<file path="src/rtl/ftrace_pkg.sv">
// ftrace_pkg: shared types and constants for the function-call tracer.
//   ev_type_e    - event classification carried in every trace event
//   OP_JAL/JALR  - RV32 opcodes used by the commit-stage decoder
//   ftrace_ev_t  - packed event record at the default 32-bit geometry
//   is_link()    - link-register test with optional x5 alternate link
package ftrace_pkg;

  localparam int DEF_XLEN      = 32;
  localparam int DEF_RAS_DEPTH = 16;
  localparam int DEF_DEPTH_W   = $clog2(DEF_RAS_DEPTH + 1);

  localparam logic [6:0] OP_JAL  = 7'b1101111;
  localparam logic [6:0] OP_JALR = 7'b1100111;
  localparam logic [2:0] F3_JALR = 3'b000;

  localparam logic [4:0] REG_X0 = 5'd0;
  localparam logic [4:0] REG_RA = 5'd1;
  localparam logic [4:0] REG_T0 = 5'd5;

  typedef enum logic [1:0] {
    EV_CALL = 2'd0,
    EV_RET  = 2'd1,
    EV_TAIL = 2'd2
  } ev_type_e;

  typedef struct packed {
    ev_type_e                 ev_type;
    logic [DEF_XLEN-1:0]      pc;
    logic [DEF_XLEN-1:0]      target;
    logic [DEF_DEPTH_W-1:0]   depth;
    logic                     mismatch;
  } ftrace_ev_t;

  // x1 is always a link register; x5 only when the alternate link is enabled.
  function automatic logic is_link(input logic [4:0] r, input logic alt);
    is_link = (r == REG_RA) || (alt && (r == REG_T0));
  endfunction

endpackage

</file>
<file path="src/rtl/ftrace_fifo.sv">
// ftrace_fifo: synchronous FIFO of trace events.
//   clk, rst        - clock, asynchronous active-high reset
//   push, push_data - write side; a push while full is accepted only when
//                     the head pops in the same cycle
//   full            - all FIFO_DEPTH entries occupied
//   valid, ready    - head handshake; head transfers on valid && ready
//   head            - event at the FIFO head, stable until it transfers
module ftrace_fifo
  import ftrace_pkg::*;
#(
  parameter int FIFO_DEPTH = 8,
  parameter type ev_t = ftrace_ev_t
) (
  input  logic clk,
  input  logic rst,
  input  logic push,
  input  ev_t  push_data,
  output logic full,
  output logic valid,
  input  logic ready,
  output ev_t  head
);

  localparam int AW = $clog2(FIFO_DEPTH);
  localparam logic [AW-1:0] PTR_ONE  = AW'(1);
  localparam logic [AW:0]   CNT_ONE  = (AW+1)'(1);
  localparam logic [AW:0]   FULL_CNT = (AW+1)'(FIFO_DEPTH);

  ev_t           mem [FIFO_DEPTH];
  logic [AW-1:0] wr_ptr;
  logic [AW-1:0] rd_ptr;
  logic [AW:0]   count;
  logic          do_pop;
  logic          do_push;

  assign valid = (count != '0);
  assign full  = (count == FULL_CNT);
  assign head  = mem[rd_ptr];

  // Handshake qualification; a full FIFO still accepts when the head leaves.
  always_comb begin
    do_pop  = valid && ready;
    do_push = push && (!full || do_pop);
  end

  // Storage, pointers and occupancy.
  always_ff @(posedge clk or posedge rst) begin
    if (rst) begin
      for (int i = 0; i < FIFO_DEPTH; i++) begin
        mem[i] <= '0;
      end
      wr_ptr <= '0;
      rd_ptr <= '0;
      count  <= '0;
    end else begin
      if (do_push) begin
        mem[wr_ptr] <= push_data;
        wr_ptr      <= wr_ptr + PTR_ONE;
      end
      if (do_pop) begin
        rd_ptr <= rd_ptr + PTR_ONE;
      end
      case ({do_push, do_pop})
        2'b10:   count <= count + CNT_ONE;
        2'b01:   count <= count - CNT_ONE;
        default: count <= count;
      endcase
    end
  end

endmodule

</file>
<file path="src/rtl/ftrace_unit.sv">
// ftrace_unit: commit-stage function-call tracer.
//   clk, rst                      - clock, asynchronous active-high reset
//   commit_valid/inst/pc/dnpc     - retired instruction and its real next PC
//   ev_valid, ev_ready            - event FIFO head handshake
//   ev_type/pc/target/depth/mismatch - head event contents
//   sticky_ovf, sticky_udf        - shadow stack overflow / underflow seen
//   drop_cnt                      - saturating count of events lost to a full FIFO
// Calls push the return address on a circular shadow stack, returns pop and
// compare it against the real target, tail jumps are only reported.
module ftrace_unit
  import ftrace_pkg::*;
#(
  parameter int XLEN       = 32,
  parameter int RAS_DEPTH  = 16,
  parameter int FIFO_DEPTH = 8,
  parameter int ALT_LINK   = 1
) (
  input  logic                           clk,
  input  logic                           rst,
  input  logic                           commit_valid,
  input  logic [31:0]                    commit_inst,
  input  logic [XLEN-1:0]                commit_pc,
  input  logic [XLEN-1:0]                commit_dnpc,
  output logic                           ev_valid,
  input  logic                           ev_ready,
  output logic [1:0]                     ev_type,
  output logic [XLEN-1:0]                ev_pc,
  output logic [XLEN-1:0]                ev_target,
  output logic [$clog2(RAS_DEPTH+1)-1:0] ev_depth,
  output logic                           ev_mismatch,
  output logic                           sticky_ovf,
  output logic                           sticky_udf,
  output logic [15:0]                    drop_cnt
);

  localparam int DEPTH_W = $clog2(RAS_DEPTH + 1);
  localparam int PW      = $clog2(RAS_DEPTH);
  localparam logic [DEPTH_W-1:0] DEPTH_ONE  = DEPTH_W'(1);
  localparam logic [DEPTH_W-1:0] FULL_DEPTH = DEPTH_W'(RAS_DEPTH);
  localparam logic [PW-1:0]      PTR_ONE    = PW'(1);
  localparam logic [XLEN-1:0]    LINK_OFS   = XLEN'(4);
  localparam logic               ALT        = (ALT_LINK != 0);

  typedef struct packed {
    ev_type_e             ev_type;
    logic [XLEN-1:0]      pc;
    logic [XLEN-1:0]      target;
    logic [DEPTH_W-1:0]   depth;
    logic                 mismatch;
  } ev_t;

  // Decode fields
  logic [6:0]  opcode_s;
  logic [4:0]  rd_s;
  logic [2:0]  funct3_s;
  logic [4:0]  rs1_s;
  logic [11:0] imm_s;
  logic        is_jal_s;
  logic        is_jalr_s;
  logic        is_call_s;
  logic        is_ret_s;
  logic        is_tail_s;

  // Shadow stack: top_r is the next write slot, so when full it also
  // addresses the oldest entry, which a further call overwrites.
  logic [XLEN-1:0]    ras_r [RAS_DEPTH];
  logic [PW-1:0]      top_r;
  logic [DEPTH_W-1:0] depth_r;
  logic [PW-1:0]      top_m1_s;
  logic [XLEN-1:0]    popped_s;
  logic               stack_full_s;
  logic               stack_empty_s;
  logic [DEPTH_W-1:0] depth_next_s;
  logic               mismatch_s;

  // Event path
  ev_t  ev_in_s;
  ev_t  head_s;
  logic ev_push_s;
  logic fifo_full_s;
  logic drop_s;

  // Instruction classification. JALR with rd and rs1 both links is a call.
  always_comb begin
    opcode_s  = commit_inst[6:0];
    rd_s      = commit_inst[11:7];
    funct3_s  = commit_inst[14:12];
    rs1_s     = commit_inst[19:15];
    imm_s     = commit_inst[31:20];
    is_jal_s  = (opcode_s == OP_JAL);
    is_jalr_s = (opcode_s == OP_JALR) && (funct3_s == F3_JALR);
    is_call_s = commit_valid && (is_jal_s || is_jalr_s) && is_link(rd_s, ALT);
    is_ret_s  = commit_valid && is_jalr_s && (rd_s == REG_X0) &&
                is_link(rs1_s, ALT) && (imm_s == 12'd0);
    is_tail_s = commit_valid && is_jalr_s && (rd_s == REG_X0) && !is_ret_s;
  end

  // Stack bookkeeping for this cycle's commit.
  always_comb begin
    stack_full_s  = (depth_r == FULL_DEPTH);
    stack_empty_s = (depth_r == '0);
    top_m1_s      = top_r - PTR_ONE;
    popped_s      = ras_r[top_m1_s];
    depth_next_s  = depth_r;
    mismatch_s    = 1'b0;
    if (is_call_s) begin
      depth_next_s = stack_full_s ? depth_r : (depth_r + DEPTH_ONE);
    end else if (is_ret_s) begin
      depth_next_s = stack_empty_s ? depth_r : (depth_r - DEPTH_ONE);
      mismatch_s   = stack_empty_s || (popped_s != commit_dnpc);
    end else begin
      depth_next_s = depth_r;
    end
  end

  // Event record and drop detection.
  always_comb begin
    ev_in_s          = '0;
    ev_in_s.pc       = commit_pc;
    ev_in_s.target   = commit_dnpc;
    ev_in_s.depth    = depth_next_s;
    ev_in_s.mismatch = mismatch_s;
    if (is_call_s) begin
      ev_in_s.ev_type = EV_CALL;
    end else if (is_ret_s) begin
      ev_in_s.ev_type = EV_RET;
    end else begin
      ev_in_s.ev_type = EV_TAIL;
    end
    ev_push_s = is_call_s || is_ret_s || is_tail_s;
    drop_s    = ev_push_s && fifo_full_s && !ev_ready;
  end

  // Shadow stack state; updated whether or not the event fits the FIFO.
  always_ff @(posedge clk or posedge rst) begin
    if (rst) begin
      for (int i = 0; i < RAS_DEPTH; i++) begin
        ras_r[i] <= '0;
      end
      top_r   <= '0;
      depth_r <= '0;
    end else begin
      if (is_call_s) begin
        ras_r[top_r] <= commit_pc + LINK_OFS;
        top_r        <= top_r + PTR_ONE;
      end else if (is_ret_s && !stack_empty_s) begin
        top_r <= top_m1_s;
      end
      depth_r <= depth_next_s;
    end
  end

  // Sticky error flags and saturating drop counter.
  always_ff @(posedge clk or posedge rst) begin
    if (rst) begin
      sticky_ovf <= 1'b0;
      sticky_udf <= 1'b0;
      drop_cnt   <= 16'd0;
    end else begin
      if (is_call_s && stack_full_s) begin
        sticky_ovf <= 1'b1;
      end
      if (is_ret_s && stack_empty_s) begin
        sticky_udf <= 1'b1;
      end
      if (drop_s && (drop_cnt != 16'hFFFF)) begin
        drop_cnt <= drop_cnt + 16'd1;
      end
    end
  end

  ftrace_fifo #(
    .FIFO_DEPTH (FIFO_DEPTH),
    .ev_t       (ev_t)
  ) u_fifo (
    .clk       (clk),
    .rst       (rst),
    .push      (ev_push_s),
    .push_data (ev_in_s),
    .full      (fifo_full_s),
    .valid     (ev_valid),
    .ready     (ev_ready),
    .head      (head_s)
  );

  assign ev_type     = head_s.ev_type;
  assign ev_pc       = head_s.pc;
  assign ev_target   = head_s.target;
  assign ev_depth    = head_s.depth;
  assign ev_mismatch = head_s.mismatch;

endmodule

</file>
<file path="config.mk">
export PLATFORM = sky130hd
export DESIGN_NAME = ftrace_unit
export DESIGN_NICKNAME = d
export VERILOG_FILES = /design/src/rtl/ftrace_pkg.sv /design/src/rtl/ftrace_fifo.sv /design/src/rtl/ftrace_unit.sv
export SDC_FILE = /design/constraint.sdc
export NUM_CORES = 2
export LEC_CHECK = 0
export ABC_AREA = 1
export CORE_AREA = 8 8 310 463
export DETAILED_ROUTE_END_ITERATION = 7
export DIE_AREA = 0 0 318 471
export PLACE_DENSITY = 0.57
export SETUP_SLACK_MARGIN = 0.4
export SLEW_MARGIN = 20
export SYNTH_ARGS = -nofsm -noshare
export SYNTH_HDL_FRONTEND = slang
export SYNTH_SLANG_ARGS = --single-unit
</file>
<file path="constraint.sdc">
create_clock -name clk -period 48.4 [get_ports clk]
set_clock_uncertainty 0.15 [all_clocks]
set_input_delay 14.52 -clock clk [delete_from_list [all_inputs] [get_ports clk]]
set_output_delay 14.52 -clock clk [all_outputs]
set_load 0.03 [all_outputs]
</file>
# Word-level counts from Yosys, hierarchy flattened
# Cells that the tools add are included.
[word_totals]
input_bits = 100
reg_bits = 1125
wordCells = 155
out_inout_bits = 91
[op_classes]
n_lt_le_gt_ge = 6
n_bitwise = 4
reduce_logical = 36
addsub = 10
mux = 23
n_eq_ne = 12
[op_table]
columns = ["cell", "n"]
rows = [
  ["576-bit bitwise mux", 1],
  ["512-bit bitwise mux", 1],
  ["72-bit binary-select mux with 3-bit select", 1],
  ["72-bit demux with 3-bit select", 1],
  ["72-bit two-way mux", 3],
  ["32-bit binary-select mux with 4-bit select", 1],
  ["32-bit demux with 4-bit select", 1],
  ["32-bit two-way mux", 3],
  ["32-bit by 3-bit adder with 32-bit output, second input constant", 1],
  ["32-bit inequality test", 1],
  ["5-bit two-way mux", 4],
  ["1-bit logical AND", 18],
  ["16-bit by 1-bit adder with 16-bit output, second input constant", 1],
  ["16-bit inequality test, second input constant", 1],
  ["7-bit equality test, second input constant", 2],
  ["12-bit logical NOT", 1],
  ["5-bit by 1-bit equality test with 1-bit output, second input constant", 2],
  ["5-bit by 3-bit equality test with 1-bit output, second input constant", 2],
  ["5-bit >= comparator, second input constant", 2],
  ["5-bit logical NOT", 2],
  ["4-bit NOT with 5-bit output", 2],
  ["4-bit by 1-bit adder with 4-bit output, second input constant", 2],
  ["4-bit >= comparator, second input constant", 2],
  ["4-bit two-way mux", 2],
  ["other kinds (19)", 34],
]

# Depth between registers and ports, before layout
[depth]
depth_word = 12
ltp_mapped = 23
depth_no_buf = 18

# By module
# Synthesis repeated with hierarchy kept, for this count alone.
[hier_totals]
cells_unflattened = 7447
hier_area_um2 = 56295.2
[modules_own_cells]
columns = ["mod", "cells_each", "seq_area_each_um2", "instances", "area_per_inst_um2"]
rows = [
  ["ftrace_fifo", 4046, 14664.1, 1, 30091.4],
  ["ftrace_unit", 3401, 13487.9, 1, 26203.9],
]

# Least setup slack after synthesis
# No wires, ideal clock.
[synth_timing]
path_kind = "input port to flip-flop"
start = "input commit_inst[4]"
end = "register u_fifo.count[3]"
arrival_time_ns = 16.560
path_slack_ns = 31.569
stages = 16
required_ns = 48.129
setup_time_ns = 0.121
n_path_buf = 0
path_cell_list = "nand3b_1 > nor2_1 > nand2_1 > o21ai_1 > nand2_2 > o21ai_2 > nand2_2 > ha_1 > ha_1 > nand2_1 > nor2_1 > a211oi_1 > nor2_1 > nor2_1 > nand2_1 > xor2_1"
[synth_between]
elab_chain_len = 12
word_cells_on_any_way = 19
cone_classes = "4 x eq/ne; 1 x mux; 14 x reduce/logical"
[synth_rtl]
columns = ["element", "line_no", "rtl"]
rows = [
  ["from (decl)", "ftrace_unit.sv:21", "input logic [31:0] commit_inst,"],
  ["7-bit equality test", "ftrace_unit.sv:91", "is_jalr_s = (opcode_s == OP_JALR) && (funct3_s == F3_JALR);"],
  ["1-bit logical AND", "ftrace_unit.sv:91", ""],
  ["1-bit logical AND (2 in series)", "ftrace_unit.sv:93, ftrace_unit.sv:95", ""],
  ["1-bit logical AND", "ftrace_unit.sv:93", "is_ret_s = commit_valid && is_jalr_s && (rd_s == REG_X0) &&"],
  ["1-bit logical AND", "ftrace_unit.sv:94", "is_link(rs1_s, ALT) && (imm_s == 12'd0);"],
  ["1-bit logical NOT", "ftrace_unit.sv:95", "is_tail_s = commit_valid && is_jalr_s && (rd_s == REG_X0) && !is_ret_s;"],
  ["1-bit logical AND", "ftrace_unit.sv:95", ""],
  ["1-bit logical OR *", "ftrace_unit.sv:130", "ev_push_s = is_call_s || is_ret_s || is_tail_s;"],
  ["1-bit logical AND *", "ftrace_fifo.sv:43", "do_push = push && (!full || do_pop);"],
  ["2-bit by 1-bit equality test with 1-bit output / 2-bit equality test (equally long branches)", "ftrace_fifo.sv:63", "case ({do_push, do_pop})"],
  ["4-bit one-hot mux with 2 select lines / 2-bit nonzero test (equally long branches)", "--", ""],
  ["to (signal assigned)", "ftrace_fifo.sv:64", "2'b10: count <= count + CNT_ONE;"],
  ["to (signal assigned)", "ftrace_fifo.sv:65", "2'b01: count <= count - CNT_ONE;"],
  ["to (signal assigned)", "ftrace_fifo.sv:66", "default: count <= count;"],
  ["to (decl)", "ftrace_fifo.sv:32", "logic [AW:0] count;"],
]
# Mark *: on every way between the ends. The rest lies on a longest branch, timed or not.
# A chain may end at the register's enable or synchronous reset.

# Final worst setup path
[layout_timing]
start = "register u_fifo.rd_ptr[0]"
end = "output ev_target[22]"
[layout_between]
elab_chain_len = 4
[layout_rtl]
columns = ["element", "line_no", "rtl"]
rows = [
  ["from (decl)", "ftrace_fifo.sv:31", "logic [AW-1:0] rd_ptr;"],
  ["from (signal assigned)", "ftrace_fifo.sv:61", "rd_ptr <= rd_ptr + PTR_ONE;"],
  ["3-bit NOT with 4-bit output (implied by the code)", "ftrace_fifo.sv:38", "assign head = mem[rd_ptr];"],
  ["72-bit binary-select mux with 3-bit select", "ftrace_fifo.sv:38", ""],
  ["72-bit two-way mux (implied by the code) (2 in series)", "ftrace_fifo.sv:38", ""],
  ["to (decl)", "ftrace_unit.sv:28", "output logic [XLEN-1:0] ev_target,"],
]
# Every way passes these cells. The select of a mux whose other input is x is not followed.

==> metrics.txt <==
postcts setup bufs=0; vias=43900; Routed WL per cell=20.4 um; sum of negative setup slack=0 ps; Iter 0 DRT Violations=4067; Max rail drop VDD=0.0246 mV; dpl ws=28560 ps; final slew viol count=0; Worst Path Required=33730 ps; fraction of layout cells with a size suffix above 1=5.25%; Sw Ratio=34.8%; Area Growth Syn to Fin=12.9%; residual antenna-violating net count after detailed routing=0; sequential share of power=37.8%; PwrDens=43.8 mW/mm2; Post-synth ARST share=100%; Worst-Margin Slew=1240 ps; Worst Path Arrival=5540 ps; most frequent cells in the layout=1792 x nand2_1, 1318 x o21ai_0, 1122 x dfrtp_1; P_sw=890 uW; DRC errors left=0; CTS Buf Count=107; Mapped Nets=6522; critical path startpoint category=register; CTS root buf=clkbuf_16; I/O pin cnt=191; largest net degree at the start of global routing=175; Final min period=20210 ps; vias in the first global route=42300; setup slack, reg-to-reg=43380 ps; die width=318 um; routability cong.=0.828; Top FF cell, synth=dfrtp_1; Starting Density=37.7%; Tcrit/Tclk final=41.8%; Mapped Cells=6407; max-cap viol count=0; Comb pwr share=27.8%; #FFs+latches synth=1125; YS warnings=0; reg2reg end=u_fifo.mem[432]; CP max FO=113; Port Buf Inserts=189; Syn Area/Cell=8.06 um2; worst reg2reg startpoint=top_r[0]; Worst setup EP type=output port; final net count=6432; CTS tree=yes; vias per std cell=5.36; Crit Path Class=register to output port; final wirelength=167000 um; internal power=1670 uW; Leakage=0.0264 uW; first-pass GRT wire length=257000 um; remaining global-route overflow=0; Final Util=42.6%; fill cell total of the finished layout=13800; final worst slack=28190 ps; post-synthesis sequential area ratio=54.5%; clock sinks=1125; Fin. Hold Viols=0; worst min path class=register to register; Hold Startpoint=u_fifo.mem[293]; Finish-stage setup viols=0; CTS Hold Bufs=0; Clk pwr share=34.4%; Core ar.=0.137 mm2; Fmax=0.0495 GHz; DP Wirelength=98600 um; synth unique cells=47; overall routing resource usage=21.8%; Worst Hold Path EP=u_fifo.mem[293]; die height=471 um; R2R depth=19; commonest non-fill, non-tap cell in the layout=nand2_1; worst relative slew slack=16.5%; H-tree depth=3; worst skew pair latency=740 ps; RSZ-0062 raised after global routing=no; Max Buffers Root-to-Sink=3; Cell Area, Synth=0.0516 mm2; Post-synth EDFFs=0; Hold Path Depth=2; Clk pin slew, worst setup/hold paths=60 ps; die area=0.150 mm2; status=finished, final reports clean; TritonRoute pass-1 iters=6; Post-CTS Resized=0; Cell Rows=167; Final Total Pwr=2560 uW; number of antenna violations at the first check in global routing=16
synthesized netlist by cell type, types with 10 or more instances:
master    instances  area share, %
nor4_1           10           0.12
nand2_2          13           0.16
clkinv_1         10          0.073
a21oi_1          74           0.72
buf_1            19           0.14
o211ai_1         40           0.58
ha_1             14           0.34
o21ai_1          23           0.22
nand4_1          12           0.15
nor2_1          556            4.0
xor2_1           37           0.63
o22ai_1          69           0.84
nand2_1        1803             13
nor3_1           20           0.19
inv_1           263            1.9
buf_2            93           0.90
dfrtp_1        1125             55
a31oi_1          72           0.87
clkbuf_1        339            2.5
nand3_1         434            4.2
o21ai_0        1320             13
logic make-up (layout without fill, tap and decap cells):
group | count (synthesis) | after routing | synth area share [%]
compound gates | 1611 | 1611 | 16.3
xor+xnor | 44 | 44 | 0.761
fa+ha+maj | 15 | 15 | 0.378
buf+inv | 737 | 735 | 5.63
flops | 1125 | 1125 | 54.5
mux | 1 | 1 | 0.0218
other cells | 0 | 5 | 0
simple gates | 2874 | 2874 | 22.4
power by group through the flow:
stage          Clock [uW]  Sequential, uW  Combinational (uW)
6_report              880             965                 710
2_1_floorplan           0             966                 449
3_5_place_dp            0             983                 720
5_1_grt               933             965                 775
3_3_place_gp            0             982                 718
4_1_cts               899             965                 720
stage by stage:
stage	instance area, um2	std cells	hold slack [ps]
floorplan	51600	6407	294
global placement	54600	7982	307
detailed placement	54600	7982	310
CTS	58300	8179	327
global route	58300	8182	337
finish	58300	8184	326
flip-flops by register name, indices dropped and copies added, names as in the netlist:
register	flops
depth_r	5
drop_cnt	16
ras_r	512
sticky_ovf	1
sticky_udf	1
top_r	4
u_fifo.count	4
u_fifo.mem	576
u_fifo.rd_ptr	3
u_fifo.wr_ptr	3
worst max-delay path, cell delays in order (launching register included):
cell	delay [ps]
dfrtp_4	750
inv_8	520
buf_4	880
buf_4	790
o21ai_0	180
o22ai_1	180
nor2_1	60
a31oi_1	510
clkdlybuf4s50_1	800
final cells by class:
class | count | area [um2] | area share (%)
clock buffers | 161 | 3240 | 5.56
clock inverters | 36 | 423 | 0.725
repair buffers | 256 | 2440 | 4.18
inverters | 282 | 1090 | 1.88
flip-flops and latches | 1125 | 28200 | 48.3
diodes | 5 | 12.5 | 0.0215
well taps | 1774 | 2220 | 3.81
multi-input cells | 4545 | 20700 | 35.5
metal layers:
layer	global-route usage (%)	routed length (um)	vias up
met5	0	92	-
li1	-	-	20800
met4	8.55	6550	14
met1	28.3	71800	21400
met3	3.40	10200	285
met2	36.5	77900	1330
worst max-delay path by stage:
stage | from | end | slack [ps] | depth (start not counted)
2_1_floorplan | rst | depth_r[0] | 2050 | 1
3_3_place_gp | rst | u_fifo.rd_ptr[0] | 28580 | 6
3_5_place_dp | rst | u_fifo.rd_ptr[0] | 28560 | 6
4_1_cts | u_fifo.rd_ptr[0] | ev_target[22] | 27990 | 8
5_1_grt | u_fifo.rd_ptr[0] | ev_target[22] | 27790 | 8
6_report | u_fifo.rd_ptr[0] | ev_target[22] | 28190 | 8
Power figures use the tool's default switching activity.
